`src/rtl/vga_write_arbiter.sv`:
```
// vga_write_arbiter: round-robin owner of the VGA pixel-write port with locked bursts.
// Define VGA_ARB_CLIP_EN to drop writes outside X_LIMIT/Y_LIMIT.
module vga_write_arbiter #(
    parameter int NREQ        = 3,
    parameter int nX          = 10,
    parameter int nY          = 9,
    parameter int COLOR_DEPTH = 9,
    parameter int MAX_BURST   = 16,
    parameter int X_LIMIT     = 640,
    parameter int Y_LIMIT     = 480
) (
    input  logic                        Clock,
    input  logic                        Resetn,
    input  logic [NREQ-1:0]             req,
    input  logic [NREQ-1:0]             lock,
    input  logic [NREQ*nX-1:0]          x_in,
    input  logic [NREQ*nY-1:0]          y_in,
    input  logic [NREQ*COLOR_DEPTH-1:0] color_in,
    output logic [NREQ-1:0]             gnt,
    output logic [nX-1:0]               VGA_x,
    output logic [nY-1:0]               VGA_y,
    output logic [COLOR_DEPTH-1:0]      VGA_color,
    output logic                        VGA_write,
    output logic [2:0]                  owner,
    output logic                        locked
);

    typedef enum logic {IDLE, OWN} state_t;

    state_t                 state, state_nx;
    logic [2:0]             ptr, ptr_nx, owner_nx;
    logic [7:0]             burst_cnt, cnt_nx, cnt_inc;
    logic [7:0]             req_x, lock_x, gnt_full;
    logic [2:0]             cand, rr_idx, gidx;
    logic                   rr_hit, own_hold, accept, clip;
    logic [nX-1:0]          sel_x;
    logic [nY-1:0]          sel_y;
    logic [COLOR_DEPTH-1:0] sel_c;

    assign req_x  = 8'(req);
    assign lock_x = 8'(lock);

    // Round-robin search starting one past the last accepted requester
    always_comb begin
        rr_hit = 1'b0;
        rr_idx = '0;
        cand   = '0;
        for (int n = 1; n <= NREQ; n++) begin
            cand = 3'((int'(ptr) + n) % NREQ);
            if (!rr_hit && req_x[cand]) begin
                rr_hit = 1'b1;
                rr_idx = cand;
            end
        end
    end

    // Mux the granted requester's pixel onto the shared datapath
    always_comb begin
        sel_x = '0;
        sel_y = '0;
        sel_c = '0;
        for (int i = 0; i < NREQ; i++) begin
            if (3'(i) == gidx) begin
                sel_x = x_in[i*nX +: nX];
                sel_y = y_in[i*nY +: nY];
                sel_c = color_in[i*COLOR_DEPTH +: COLOR_DEPTH];
            end
        end
    end

`ifdef VGA_ARB_CLIP_EN
    assign clip = (32'(sel_x) >= X_LIMIT) || (32'(sel_y) >= Y_LIMIT);
`else
    // Limits are positive, so this is a constant zero: no clipping
    assign clip = (X_LIMIT < 0) && (Y_LIMIT < 0);
`endif

    // State register: FSM state plus pointer, owner and burst count
    always_ff @(posedge Clock or negedge Resetn) begin
        if (!Resetn) begin
            state     <= IDLE;
            ptr       <= 3'(NREQ - 1);
            owner     <= '0;
            burst_cnt <= '0;
        end else begin
            state     <= state_nx;
            ptr       <= ptr_nx;
            owner     <= owner_nx;
            burst_cnt <= cnt_nx;
        end
    end

    // Next state: hold the owner while it keeps requesting, else re-arbitrate
    always_comb begin
        state_nx = state;
        ptr_nx   = ptr;
        owner_nx = owner;
        cnt_nx   = burst_cnt;
        cnt_inc  = (burst_cnt == 8'hFF) ? burst_cnt : burst_cnt + 8'd1;
        if (own_hold) begin
            cnt_nx = cnt_inc;
            if (!lock_x[owner] || cnt_inc >= 8'(MAX_BURST))
                state_nx = IDLE;
        end else begin
            state_nx = IDLE;
            if (rr_hit) begin
                ptr_nx = rr_idx;
                if (lock_x[rr_idx] && MAX_BURST > 1) begin
                    state_nx = OWN;
                    owner_nx = rr_idx;
                    cnt_nx   = 8'd1;
                end
            end
        end
    end

    // Outputs: combinational grant, forced low while reset is held
    always_comb begin
        own_hold = (state == OWN) && req_x[owner];
        gidx     = own_hold ? owner : rr_idx;
        accept   = Resetn && (own_hold || rr_hit);
        gnt_full = accept ? (8'd1 << gidx) : 8'd0;
        gnt      = gnt_full[NREQ-1:0];
        locked   = (state == OWN);
    end

    // Registered pixel bundle to the adapter; one write pulse per kept accept
    always_ff @(posedge Clock or negedge Resetn) begin
        if (!Resetn) begin
            VGA_x     <= '0;
            VGA_y     <= '0;
            VGA_color <= '0;
            VGA_write <= 1'b0;
        end else begin
            VGA_write <= accept && !clip;
            if (accept && !clip) begin
                VGA_x     <= sel_x;
                VGA_y     <= sel_y;
                VGA_color <= sel_c;
            end
        end
    end

endmodule
```
`config.mk`:
```
export PLATFORM = sky130hd
export DESIGN_NAME = vga_write_arbiter
export DESIGN_NICKNAME = d
export VERILOG_FILES = /design/src/rtl/vga_write_arbiter.sv
export SDC_FILE = /design/constraint.sdc
export NUM_CORES = 1
export LEC_CHECK = 0
export CORE_ASPECT_RATIO = 0.5
export CORE_MARGIN = 2
export CORE_UTILIZATION = 49
export DETAILED_ROUTE_END_ITERATION = 16
export GPL_TIMING_DRIVEN = 0
export PLACE_DENSITY = 0.83
export RECOVER_POWER = 50
export SLEW_MARGIN = 40
export SYNTH_ARGS = -nofsm -noshare
export SYNTH_HDL_FRONTEND = slang
export SYNTH_SLANG_ARGS = --single-unit
export TNS_END_PERCENT = 100
```
`constraint.sdc`:
```
create_clock -name Clock -period 6.85 [get_ports Clock]
set_clock_uncertainty 0.2 [all_clocks]
set_input_delay 1.37 -clock Clock [delete_from_list [all_inputs] [get_ports Clock]]
set_output_delay 1.37 -clock Clock [all_outputs]
set_load 0.005 [all_outputs]
```
=== Word-level counts from Yosys, hierarchy flattened ===
Index checks and enable logic that the tools add are counted.

* Add/subtract/negate cells: 4
* Reduce and logical (&&, ||, !) cells: 15
* Bitwise gates (word level): 1
* Shift operators: 1
* $lt $le $gt $ge: 6
* Div/mod/pow operators: 3
* Eq/ne operators: 4
* Multiplexer cells: 37

{| class="wikitable"
|+ Operator list
! cell !! number
|-
| remainder unit 32 x 3 -> 32 bit, second input constant || 3
|-
| two-way mux 9 bit || 6
|-
| two-way mux 8 bit || 4
|-
| two-way mux 10 bit || 3
|-
| less-than comparator 3 x 4 -> 1 bit, second input constant || 5
|-
| binary-select mux 1 bit (select 3 bit) || 6
|-
| two-way mux 3 bit || 5
|-
| two-way mux 1 bit || 13
|-
| adder 3 x 2 -> 4 bit, second input constant || 2
|-
| adder 8 x 1 -> 8 bit, second input constant || 1
|-
| equality test 8 bit, second input constant || 1
|-
| greater-or-equal comparator 8 x 5 -> 1 bit, second input constant || 1
|-
| adder 3 x 1 -> 4 bit, second input constant || 1
|-
| logical AND 1 bit || 4
|-
| AND reduction 2 bit || 2
|-
| nonzero test 2 bit || 2
|-
| equality test 1 x 3 -> 1 bit, first input constant || 1
|-
| equality test 2 x 3 -> 1 bit, first input constant || 1
|-
| logical NOT 1 bit || 3
|-
| logical NOT 3 bit || 1
|-
| AND reduction 3 bit || 1
|-
| << shifter 1 x 3 -> 3 bit, first input constant || 1
|-
| logical OR 1 bit || 2
|-
| != test 2 x 1 -> 1 bit, second input constant || 1
|-
| inverter 1 bit || 1
|}

* Flip-flop bits (word level): 44
* Output and inout bits: 36

=== Depth between registers and ports, before layout ===
* Depth after elaboration: 16
* Mapped depth: 23
* Gate-level depth less buffers: 18

=== Worst setup path before layout ===
OpenSTA, ideal clock, no wires.

* Kind: flip-flop to output port
* Start: register ptr[0]
* End: output port gnt[0]
* Path slack: 0.701 ns
* Stages on the path, launching flop included: 23
* Arrival time: 4.579 ns
* Buffers on the path: 6
* Cells stage by stage: dfrtp_1 buf_2 buf_2 inv_1 ha_1 clkbuf_1 inv_1 ha_1 ha_1 a21o_1 o21ai_0 nand2_1 ha_1 a211o_1 a2111o_1 a21boi_2 o21bai_1 a31o_1 clkbuf_1 or4_4 buf_6 buf_6 inv_2

* Longest elaborated chain between the ends: 14
* Elaborated cells on any way between the ends: 27
* Those cells by class: add/sub: 3; div: 3; shift: 1; mux: 14; reduce/logical: 6

{| class="wikitable"
|+ RTL lines
! item !! line !! source
|-
| from (decl) || 31 || <nowiki>logic [2:0] ptr, ptr_nx, owner_nx;</nowiki>
|-
| from (signal assigned) || 82 || <nowiki>ptr <= 3'(NREQ - 1);</nowiki>
|-
| from (signal assigned) || 87 || <nowiki>ptr <= ptr_nx;</nowiki>
|-
| adder 3 x 1 -> 4 bit || 49 || <nowiki>cand = 3'((int'(ptr) + n) % NREQ);</nowiki>
|-
| remainder unit 32 x 3 -> 32 bit || 49 ||
|-
| binary-select mux 1 bit (select 3 bit) || 50 || <nowiki>if (!rr_hit && req_x[cand]) begin</nowiki>
|-
| two-way mux 1 bit (implied by the code) || 50 ||
|-
| two-way mux 1 bit || 50 ||
|-
| logical NOT 1 bit || 50 ||
|-
| logical AND 1 bit || 50 ||
|-
| two-way mux 1 bit || 50 ||
|-
| logical NOT 1 bit || 50 ||
|-
| logical AND 1 bit || 50 ||
|-
| two-way mux 3 bit / two-way mux 1 bit (equally long branches) || 50 ||
|-
| two-way mux 3 bit / logical OR 1 bit (equally long branches) || 120, 121 ||
|-
| << shifter 1 x 3 -> 3 bit / logical AND 1 bit (equally long branches) || 122, 121 ||
|-
| two-way mux 3 bit (*) || 122 || <nowiki>gnt_full = accept ? (8'd1 << gidx) : 8'd0;</nowiki>
|-
| to (decl) || 19 || <nowiki>output logic [NREQ-1:0] gnt,</nowiki>
|}

Mark *: on every way between the ends. The rest lies on a longest branch, timed or not. The select of a mux whose other input is x is not followed.

=== Final worst setup path ===
* Start: register ptr[1]
* End: output port gnt[0]

Same word-level chain as after synthesis.

==> out/results.tsv <==
stage	metric	value	unit
outcome	status	complete, no violations	
detailed_routing	drt-initial-drc-count	326	
setup_path	path_cells	buf_6 > clkinvlp_4 > buf_4 > ha_1 > a21boi_0 > and3_1 > a211oi_2 > ha_1 > mux2i_2 > o22ai_2 > nor3_2 > nor3_2 > o22a_2 > nor2_1 > a21oi_2 > or4_4 > buf_6 > inv_2 > clkdlybuf4s50_1	
global_route	grt_first_pass_wirelength	21600	µm
logic_synthesis	synth_commonest_cells	69 x nand2_1, 61 x inv_1, 43 x dfrtp_1, 40 x nor2_1, 33 x o21ai_0	
setup_path	end_kind	primary output	
sta	whs	0.282	ns
logic_synthesis	synth_mux_area_frac	0.0358	
logic_synthesis	synth_simple_gate_area_frac	0.181	
placement	gp_congestion	0.865	
sta	slew_viol_final	0	
detailed_routing	dr.pass1.iters	5	
global_route	first_global_vias	4529	
final_layout	fin_cells	798	
logic_synthesis	synth_cells	534	
final_layout	num-fill-cells	622	
sta	slew_headroom	0.461	
hold_path	hp-start	VGA_y[2]	
setup_path	r2r_setup_slack	1.65	ns
floorplanning	core	0.00823	mm²
detailed_routing	drc	0	
global_route	antenna_found_initial	0	
detailed_routing	wl_per_cell	17.1	µm
logic_synthesis	synth_top_family_by_area	compound AO/OA/AOI/OAI gates	
clock_tree	cts_sinks	44	
placement	placed_area	0.00569	mm²
logic_synthesis	synth_xor_area_frac	0.0120	
hold_path	holdPathStages	2	
global_route	overflow	0	
clock_tree	cts_buffers	5	
logic_synthesis	synth_nets	647	
sta	hold_viol	0	
floorplanning	die_x	136	µm
final_layout	antenna_cells	0	
clock_tree	clockBufferDepth	2	
global_route	grt_max_degree	44	
final_layout	drive_gt1_frac	0.157	
logic_synthesis	yosys.area.top_type	dfrtp_1	
final_layout	areaGrowthSynthToFinish	45.1	%
sta	fmax	148	MHz
sta	worst_pin_slew	0.807	ns
logic_synthesis	synth-edff-count	0	
floorplanning	initial_core_util	0.519	
detailed_routing	wirelength	13700	µm
setup_path	max_stage_delay	0.62	ns
detailed_routing	vias	4801	
setup_path	cp-startpoint	ptr[1]	
logic_synthesis	ys_seq_area_frac	0.258	
placement	io_buffers	126	
logic_synthesis	synth-async-reset-ratio	1.00	
clock_tree	clock_latency	0.29	ns
sta	setup_viol_count_final	0	
logic_synthesis	ys_ff_latch	44	
final_layout	utilization	0.752	
detailed_routing	ant_nets	0	
global_route	grt_usage	0.277	
placement	dpl.hpwl	9740	µm
floorplanning	die_h	70.0	µm
setup_path	crit_arrival	5.18	ns
logic_synthesis	yosys.cell_count.top_type	nand2_1	
setup_path	crit_buf_inv	6	
setup_path	start_kind	flip-flop	
run	drv_cap	0	
floorplanning	num_io_pins	128	
setup_path	rr_worst_depth	19	
logic_synthesis	synth_cell_types	68	
logic_synthesis	synthTopCellsByArea	dfrtp_1 25%, o221ai_2 6.7%, ha_1 6.2%	
logic_synthesis	avgSynthCellArea	7.99	µm²
clock_tree	cts-htree-levels	2	
logic_synthesis	synthesis.area	0.00427	mm²
clock_tree	tritoncts	built	
setup_path	r2r-end	VGA_x[6]	
detailed_routing	via_per_inst	6.02	
hold_path	hp-class	reg -> reg	
placement	post-place-cells	773	
clock_tree	path_clk_slew	0.06	ns
logic_synthesis	ys.warnings.count	0	
sta	fin_crit	6.75	ns
setup_path	path_class	reg -> out	
floorplanning	rows	23	
final_layout	final_cell_area	0.00619	mm²
setup_path	reg2reg_from	ptr[1]	
final_layout	nets	799	
clock_tree	cts-root-buf	clkbuf_16	
logic_synthesis	synth_compound_area_frac	0.359	
setup_path	crit_family	simple AND/OR/NAND/NOR gates	
sta	post-route-period-util	0.985	
setup_path	crit_slowest_cell	dfstp_2	
setup_path	critPathMaxFanout	14	
logic_synthesis	synth_ff_type	dfrtp_1	
hold_path	hold_end	VGA_y[2]	
logic_synthesis	synthAdderAreaFrac	0.0616	
logic_synthesis	synth_top_area_frac	0.252	
setup_path	worstPathRequired	5.28	ns
floorplanning	die-area	0.00952	mm²
[final cells by class]
type / count / area, µm² / share of cell area
multi-input combinational: 395 / 2970 / 0.479
timing repair buffer: 148 / 1440 / 0.232
sequential: 44 / 1100 / 0.178
inverter: 62 / 240 / 0.0388
buffer: 30 / 169 / 0.0273
tap: 112 / 140 / 0.0226
clock buffer: 5 / 125 / 0.0202
clock inverter: 2 / 12.5 / 0.00202
[cells by family after synthesis]
group / after synthesis
AOI/OAI and AO/OA: 188
xor gates and xnor gates: 5
adders and majority gates: 21
buffers and inverters: 95
DFF: 44
muxes: 15
and+or+nand+nor: 166
[worst min-delay path: cells and delay by family (launching register included)]
| kind | cells | cell delay, ns |
|---|---|---|
| AND/OR/NAND/NOR | 1 | 0.05 |
| flip-flops | 1 | 0.34 |
| AO/OA/AOI/OAI | 1 | 0.06 |
[worst max-delay path by stage]
stage                        end  slack [ns]  depth (start not counted)
final                     gnt[0]        0.10                         19
after global routing      gnt[0]       -0.02                         20
after CTS                 gnt[0]        0.01                         22
after detailed placement  gnt[0]       -0.53                         24
after global placement    gnt[0]       -0.46                         24
after floorplan           gnt[0]        0.70                         22
[stage by stage]
step           TNS (ns)  setup slack (ns)
2_1_floorplan         0             0.701
3_3_place_gp     -0.791            -0.464
3_5_place_dp      -1.00            -0.531
4_1_cts               0           0.00971
5_1_grt         -0.0198           -0.0198
6_report              0             0.105
[sequential cells by signal (all words and copies together) (netlist names)]
name / flops
owner: 3
ptr: 3
VGA_x: 10
locked: 1
VGA_write: 1
burst_cnt: 8
VGA_y: 9
VGA_color: 9
[layer usage]
| layer | vias up | part of all wire | global-route usage |
|---|---|---|---|
| met5 | - | 0 | 0 |
| met2 | 172 | 0.50 | 0.487 |
| met4 | 0 | 0.016 | 0.0694 |
| met1 | 2328 | 0.43 | 0.354 |
| li1 | 2278 | - | - |
| met3 | 23 | 0.063 | 0.0450 |
[layout by cell type, fill, tap and decap left out, types with 10 or more instances in the layout]
cell type	instances
nor2_1	39
dfrtp_1	43
nand2_1	69
mux2i_1	11
dlygate4sd3_1	18
clkbuf_1	17
ha_1	12
buf_4	21
clkdlybuf4s50_1	107
o21ai_0	31
a221oi_1	22
o21a_1	12
o221ai_2	19
inv_1	59
a21oi_1	10
[what timing repair did]
item | 4_1_cts | 5_1_grt
hold buffers | 0 | 0
resized for setup | 26 | 30
setup buffers | 9 | 12
setup endpoints to repair | 3 | 3
pin swaps | 7 | 13
endpoints found under the hold margin | 0 | 0
Power is left out: the tool's default activity adds up to more than one toggle a clock period on the data nets, which glitch-free logic cannot reach.
